File: config.mk
export PLATFORM = sky130hd
export DESIGN_NAME = nested_loop_ctrl
export DESIGN_NICKNAME = d
export VERILOG_FILES = /design/src/rtl/nested_loop_pkg.sv /design/src/rtl/nested_loop_cfg_bank.sv /design/src/rtl/nested_loop_ctrl.sv
export SDC_FILE = /design/constraint.sdc
export NUM_CORES = 2
export LEC_CHECK = 0
export ABC_AREA = 1
export CORE_UTILIZATION = 40
export CTS_BUF_LIST = sky130_fd_sc_hd__clkbuf_8
export CTS_CLUSTER_DIAMETER = 30
export DETAILED_ROUTE_END_ITERATION = 6
export PLACE_DENSITY = 0.71
export SLEW_MARGIN = 30
export SYNTH_ARGS = -nofsm -noshare
export SYNTH_HDL_FRONTEND = slang
export SYNTH_SLANG_ARGS = --single-unit
File: constraint.sdc
create_clock -name clk -period 2.45 [get_ports clk]
set_input_delay 0.49 -clock clk [delete_from_list [all_inputs] [get_ports clk]]
set_output_delay 0.49 -clock clk [all_outputs]
set_load 0.02 [all_outputs]
File: src/rtl/nested_loop_pkg.sv
// nested_loop_pkg: shared config-op encodings, FSM states and default widths
// for the nested-loop sequencer.
package nested_loop_pkg;
    localparam int DEF_NUM_MAX_LOOPS     = 7;
    localparam int DEF_LOG_NUM_MAX_LOOPS = 3;
    localparam int DEF_BASE_WIDTH        = 32;
    localparam int DEF_NUM_ITER_WIDTH    = 32;
    localparam int DEF_TIMEOUT_WIDTH     = 24;

    typedef enum logic [1:0] {
        CFG_BASE   = 2'b00,
        CFG_STRIDE = 2'b01,
        CFG_ITER   = 2'b10,
        CFG_LAUNCH = 2'b11
    } cfg_op_e;

    typedef enum logic [1:0] {IDLE, START, RUN} state_e;

    function automatic int max3(input int a, input int b, input int c);
        return (a > b) ? ((a > c) ? a : c) : ((b > c) ? b : c);
    endfunction
endpackage

File: src/rtl/nested_loop_cfg_bank.sv
// nested_loop_cfg_bank: one loop-nest configuration bank (base, per-loop
// strides and iteration counts) with write decode and packed outputs.
module nested_loop_cfg_bank
    import nested_loop_pkg::*;
#(
    parameter int NUM_MAX_LOOPS     = DEF_NUM_MAX_LOOPS,
    parameter int LOG_NUM_MAX_LOOPS = DEF_LOG_NUM_MAX_LOOPS,
    parameter int BASE_WIDTH        = DEF_BASE_WIDTH,
    parameter int STRIDE_WIDTH      = BASE_WIDTH,
    parameter int NUM_ITER_WIDTH    = DEF_NUM_ITER_WIDTH,
    parameter int DATA_WIDTH        = max3(BASE_WIDTH, STRIDE_WIDTH, NUM_ITER_WIDTH)
) (
    input  logic                                    clk,
    input  logic                                    reset,
    input  logic                                    we,
    input  cfg_op_e                                 op,
    input  logic [LOG_NUM_MAX_LOOPS-1:0]            idx,
    input  logic [DATA_WIDTH-1:0]                   data,
    output logic [BASE_WIDTH-1:0]                   base,
    output logic [STRIDE_WIDTH*NUM_MAX_LOOPS-1:0]   stride,
    output logic [NUM_ITER_WIDTH*NUM_MAX_LOOPS-1:0] num_iter
);
    logic [NUM_MAX_LOOPS-1:0][STRIDE_WIDTH-1:0]   stride_q;
    logic [NUM_MAX_LOOPS-1:0][NUM_ITER_WIDTH-1:0] iter_q;
    logic hit;

    assign hit = int'(idx) < NUM_MAX_LOOPS;

    always_ff @(posedge clk) begin
        if (reset) begin
            base     <= '0;
            stride_q <= '0;
            iter_q   <= '0;
        end else if (we) begin
            if (op == CFG_BASE) base <= data[BASE_WIDTH-1:0];
            if (op == CFG_STRIDE && hit) stride_q[idx] <= data[STRIDE_WIDTH-1:0];
            if (op == CFG_ITER && hit) iter_q[idx] <= data[NUM_ITER_WIDTH-1:0];
        end
    end

    assign stride   = stride_q;
    assign num_iter = iter_q;
endmodule

File: src/rtl/nested_loop_ctrl.sv
// nested_loop_ctrl: ping-pong config banks and launch/complete sequencing for
// one nested-loop address generator. Watchdog under NESTED_LOOP_CTRL_TIMEOUT_EN.
module nested_loop_ctrl
    import nested_loop_pkg::*;
#(
    parameter int NUM_MAX_LOOPS     = DEF_NUM_MAX_LOOPS,
    parameter int LOG_NUM_MAX_LOOPS = DEF_LOG_NUM_MAX_LOOPS,
    parameter int BASE_WIDTH        = DEF_BASE_WIDTH,
    parameter int STRIDE_WIDTH      = BASE_WIDTH,
    parameter int NUM_ITER_WIDTH    = DEF_NUM_ITER_WIDTH,
    parameter int TIMEOUT_WIDTH     = DEF_TIMEOUT_WIDTH
) (
    input  logic                                                   clk,
    input  logic                                                   reset,
    input  logic                                                   cfg_valid,
    output logic                                                   cfg_ready,
    input  logic [1:0]                                             cfg_op,
    input  logic [LOG_NUM_MAX_LOOPS-1:0]                           cfg_loop_idx,
    input  logic [max3(BASE_WIDTH, STRIDE_WIDTH, NUM_ITER_WIDTH)-1:0] cfg_data,
    output logic [BASE_WIDTH-1:0]                                  gen_base,
    output logic [STRIDE_WIDTH*NUM_MAX_LOOPS-1:0]                  gen_stride,
    output logic [NUM_ITER_WIDTH*NUM_MAX_LOOPS-1:0]                gen_num_iter,
    output logic                                                   gen_start,
    output logic                                                   gen_in_loop,
    input  logic                                                   gen_done,
    output logic                                                   busy,
    output logic                                                   nest_done,
    output logic                                                   err_cfg,
    output logic                                                   err_timeout
);
    localparam int DW = max3(BASE_WIDTH, STRIDE_WIDTH, NUM_ITER_WIDTH);

    state_e  state_q, state_d;
    cfg_op_e op;
    logic act_q, armed_q, gen_done_q, err_cfg_q;
    logic accept, wr, launch, swap, rise, timeout;
    logic [BASE_WIDTH-1:0]                   base0, base1;
    logic [STRIDE_WIDTH*NUM_MAX_LOOPS-1:0]   stride0, stride1;
    logic [NUM_ITER_WIDTH*NUM_MAX_LOOPS-1:0] iter0, iter1;

    assign op          = cfg_op_e'(cfg_op);
    assign cfg_ready   = !armed_q;
    assign accept      = cfg_valid && cfg_ready;
    assign wr          = accept && op != CFG_LAUNCH;
    assign launch      = accept && op == CFG_LAUNCH;
    assign rise        = gen_done && !gen_done_q;
    assign gen_start   = state_q == START;
    assign gen_in_loop = state_q != IDLE;
    assign busy        = state_q != IDLE || armed_q;
    assign err_cfg     = err_cfg_q;

    // Writes always land in the bank that is not currently driving the generator.
    nested_loop_cfg_bank #(
        .NUM_MAX_LOOPS(NUM_MAX_LOOPS), .LOG_NUM_MAX_LOOPS(LOG_NUM_MAX_LOOPS),
        .BASE_WIDTH(BASE_WIDTH), .STRIDE_WIDTH(STRIDE_WIDTH),
        .NUM_ITER_WIDTH(NUM_ITER_WIDTH), .DATA_WIDTH(DW)
    ) u_bank0 (
        .clk(clk), .reset(reset), .we(wr && act_q), .op(op), .idx(cfg_loop_idx),
        .data(cfg_data), .base(base0), .stride(stride0), .num_iter(iter0)
    );

    nested_loop_cfg_bank #(
        .NUM_MAX_LOOPS(NUM_MAX_LOOPS), .LOG_NUM_MAX_LOOPS(LOG_NUM_MAX_LOOPS),
        .BASE_WIDTH(BASE_WIDTH), .STRIDE_WIDTH(STRIDE_WIDTH),
        .NUM_ITER_WIDTH(NUM_ITER_WIDTH), .DATA_WIDTH(DW)
    ) u_bank1 (
        .clk(clk), .reset(reset), .we(wr && !act_q), .op(op), .idx(cfg_loop_idx),
        .data(cfg_data), .base(base1), .stride(stride1), .num_iter(iter1)
    );

`ifdef NESTED_LOOP_CTRL_TIMEOUT_EN
    logic [TIMEOUT_WIDTH-1:0] wd_q;
    logic err_timeout_q;
    assign timeout     = state_q == RUN && (&wd_q) && !rise;
    assign err_timeout = err_timeout_q;
    always_ff @(posedge clk) begin
        if (reset) begin
            wd_q          <= '0;
            err_timeout_q <= 1'b0;
        end else begin
            wd_q          <= (state_q == START) ? '0 : (state_q == RUN && !(&wd_q)) ? wd_q + 1'b1 : wd_q;
            err_timeout_q <= err_timeout_q || timeout;
        end
    end
`else
    assign timeout     = 1'b0;
    assign err_timeout = 1'b0;
`endif

    always_comb begin
        state_d   = state_q;
        swap      = 1'b0;
        nest_done = 1'b0;
        case (state_q)
            IDLE: begin
                swap    = armed_q;
                state_d = armed_q ? START : IDLE;
            end
            START: state_d = RUN;
            RUN: begin
                nest_done = !reset && (rise || timeout);
                swap      = rise && armed_q;
                state_d   = rise ? (armed_q ? START : IDLE) : timeout ? IDLE : RUN;
            end
            default: state_d = IDLE;
        endcase
    end

    always_ff @(posedge clk) begin
        if (reset) begin
            state_q      <= IDLE;
            act_q        <= 1'b0;
            armed_q      <= 1'b0;
            gen_done_q   <= 1'b0;
            err_cfg_q    <= 1'b0;
            gen_base     <= '0;
            gen_stride   <= '0;
            gen_num_iter <= '0;
        end else begin
            state_q    <= state_d;
            act_q      <= act_q ^ swap;
            armed_q    <= swap ? 1'b0 : (armed_q || launch);
            gen_done_q <= gen_done;
            err_cfg_q  <= err_cfg_q || (wr && op != CFG_BASE && int'(cfg_loop_idx) >= NUM_MAX_LOOPS);
            if (swap) begin
                gen_base     <= act_q ? base0 : base1;
                gen_stride   <= act_q ? stride0 : stride1;
                gen_num_iter <= act_q ? iter0 : iter1;
            end
        end
    end
endmodule

==> run_results.csv <==
group,metric,value,unit
yosys,syn_area,0.06083,mm^2
critical_path,crit_buf_inv,1,
global_routing,grt_pass1_wl,308300,um
critical_path,cp-start-kind,"flop",
pwr,power,59310,uW
global_routing,grtUsageTotal,0.2535,
sta,period_needed,2.396,ns
detailed_routing,post-route-drc-count,0,
critical_path,end_kind,"output port",
floorplanning,die_h,392.0,um
detailed_routing,vias,61060,
clocking,postCtsSetupBuffers,0,
critical_path,r2r_cells,9,
yosys,ys_types,18,
global_routing,grt_overflow_total,0,
floorplanning,core_area,0.1503,mm^2
final_layout,finalInstanceArea,0.07667,mm^2
final_layout,seq_area,0.02895,mm^2
yosys,synthAdderAreaFrac,0,
yosys,syn_inst,9036,
clocking,cts_root_buffer,"clkbuf_8",
final_layout,drive_above_1_share,0.09719,
yosys,ys_seq_area_frac,0.4759,
pwr,power.density,773.6,mW/mm^2
detailed_routing,drt_iter0_drc,6755,
floorplanning,ios,528,
critical_path,r2r_setup_slack,0.36,ns
final_layout,fin_util,0.5101,
final_layout,layout.nets,9433,
hold_path,whs_endpoint,"u_bank1.base[8]",
yosys,synth_simple_gate_area_frac,0.3828,
hold_path,hold_depth,3,
detailed_routing,totalWireLength,203800,um
yosys,synth_compound_area_frac,0.07931,
place,placed_area,0.06943,mm^2
critical_path,worstPathArrival,1.91,ns
sta,rsz0062_at_grt,"yes",
clocking,insertion_delay,1.06,ns
global_routing,first_global_vias,54230,
critical_path,crit_required,1.96,ns
global_routing,grt_antenna_before_repair,6,
pwr,p_leak,0.03618,uW
floorplanning,placementRows,142,
clocking,cts.htree.levels,5,
yosys,avgSynthCellArea,6.732,um^2
detailed_routing,first_pass_iters,6,
sta,fmax,417.3,MHz
critical_path,cp_slowest_cell,"dfxtp_1",
critical_path,rr_startpoint,"act_q",
clocking,cts_inserted_buffers,336,
detailed_routing,vias_per_cell,5.237,
sta,hold_viol_final,0,
clocking,clockBufferDepth,4,
critical_path,r2r_end,"u_bank1.num_iter[62]",
floorplanning,dieArea,0.1536,mm^2
sta,layout_setup_ws,0.05387,ns
sta,report.final.slew_viol_count,0,
yosys,yosys_warnings,0,
critical_path,cp_top_family,"simple AND/OR/NAND/NOR gates",
floorplanning,initial_utilization,0.4047,
place,dpl.cell_count,11070,
floorplanning,die_w,392.0,um
yosys,syn_nets,9077,
outcome,status,"complete, no violations",
hold_path,hp-class,"input pin to flop",
sta,setup_viol,0,
final_layout,multi_input_area,0.02820,mm^2
critical_path,cpPeakStageDelay,0.29,ns
clocking,cts_sinks,1446,
sta,period_share,0.9780,
place,place_ws,-0.1937,ns
critical_path,worstSetupPathType,"flop to output port",
final_layout,syn_to_final_growth,26.04,%
critical_path,path_cells,"or2_4, nor4_2, buf_4",
detailed_routing,ant_nets,0,
place,dp_hpwl,121600,um
place,place.gp.congestion,0.8218,
place,io_buffers,526,
final_layout,final_common_cell,"nand2_1",
final_layout,fin_cells,11660,
hold_path,holdCritStartpoint,"cfg_data[8]",
sta,relSlewSlack,0.3164,
run,cap_violations,0,
sta,tightest_slew,1.025,ns
yosys,synth-xor-area-share,0,
final_layout,final_cell_mix,"3,304 x nand2_1, 1,443 x dfxtp_1, 1,381 x nand3_1, 1,033 x nor2_1, 899 x a21oi_1",
clocking,clkTransAtPathRegs,0.06,ns
clocking,cts_tree,"yes",
yosys,ys_seq_elements,1446,
yosys,synth_top_family_by_area,"simple AND/OR/NAND/NOR gates",
global_routing,grt_max_degree,177,
sta,skew,0.1139,ns
yosys,synth.mux.area_fraction,0,
critical_path,cp_max_fo,2,
detailed_routing,wl_per_cell,17.48,um
pwr,irDropWorstVdd,0.4686,mV
final_layout,nFillCells,14520,
[logic make-up after synthesis]
| group | Yosys count |
|---|---|
| AND/OR/NAND/NOR | 5737 |
| AO/OA/AOI/OAI | 964 |
| other | 1 |
| flip-flops | 1446 |
| buffers and inverters | 888 |
[final cells by class]
class,instances,share of cell area
well taps,2016,0.03290
diodes,3,0.00009792
multi-input cells,6702,0.3679
inverters,46,0.002448
clock buffers,399,0.07163
flip-flops and latches,1446,0.3776
clock inverters,188,0.03029
repair buffers,860,0.1171
[cells in the mapped netlist]
master / count / share of area
conb_1: 1 / 0.000062
nand3_1: 1381 / 0.11
nor2_1: 1039 / 0.064
nor2_2: 2 / 0.00021
o21ai_0: 65 / 0.0053
dfxtp_1: 1446 / 0.48
nor3_1: 7 / 0.00058
a21oi_1: 899 / 0.074
buf_2: 348 / 0.029
clkbuf_1: 360 / 0.022
nand2_1: 3305 / 0.20
buf_1: 133 / 0.0082
buf_4: 1 / 0.00012
nor4_1: 1 / 0.00010
inv_2: 34 / 0.0021
inv_1: 12 / 0.00074
and2_1: 1 / 0.00010
or2_2: 1 / 0.00010
[stage by stage]
| step | TNS [ns] | hold WS (ns) |
|---|---|---|
| floorplan | 0 | 0.4514 |
| global placement | -31.17 | 0.4575 |
| detailed placement | -56.40 | 0.4598 |
| CTS | -0.1353 | 0.01706 |
| global route | -0.05754 | 0.05154 |
| finish | 0 | 0.09298 |
[routing by layer]
layer  share of wire  GRT usage
met2            0.45     0.3871
met1            0.43     0.3475
met5        0.000088          0
met4           0.031     0.1009
met3           0.094    0.05225
[registers in the layout, summed over array words and instances (netlist names), 32 cells and up]
signal / count
gen_num_iter: 224
gen_stride: 224
u_bank0.num_iter: 224
u_bank0.stride: 224
u_bank1.num_iter: 224
u_bank1.stride: 224
gen_base: 32
u_bank0.base: 32
u_bank1.base: 32
[worst max path at each step]
| stage | from | endpoint | slack, ns | depth (start not counted) |
|---|---|---|---|---|
| after floorplan | gen_done | nest_done | 0.54 | 3 |
| after global placement | gen_done | nest_done | -0.19 | 5 |
| after detailed placement | cfg_loop_idx[1] | u_bank1.num_iter[62] | -0.19 | 10 |
| after CTS | gen_done_q | nest_done | -0.14 | 3 |
| after global routing | state_q[1] | nest_done | -0.06 | 3 |
| final | gen_done_q | nest_done | 0.05 | 3 |
[power breakdown]
part | switching (uW) | internal, uW | total [uW]
Clock | 11700 | 20400 | 32000
Combinational | 2610 | 950 | 3560
Sequential | 74.4 | 23700 | 23700
Total | 14300 | 45000 | 59300
[repair_timing]
| action | CTS | global route |
|---|---|---|
| endpoints found under the hold margin | 1 | 0 |
| hold buffers | 1 | 0 |
| gates resized for setup | 498 | 6 |
| setup endpoints to repair | 486 | 4 |
[tightest hold or removal path, delay by kind of cell]
kind | cells | cell delay [ns]
AND/OR/NAND/NOR | 2 | 0.17
buffers and inverters | 1 | 0.45
(Power assumes the default switching activity.)
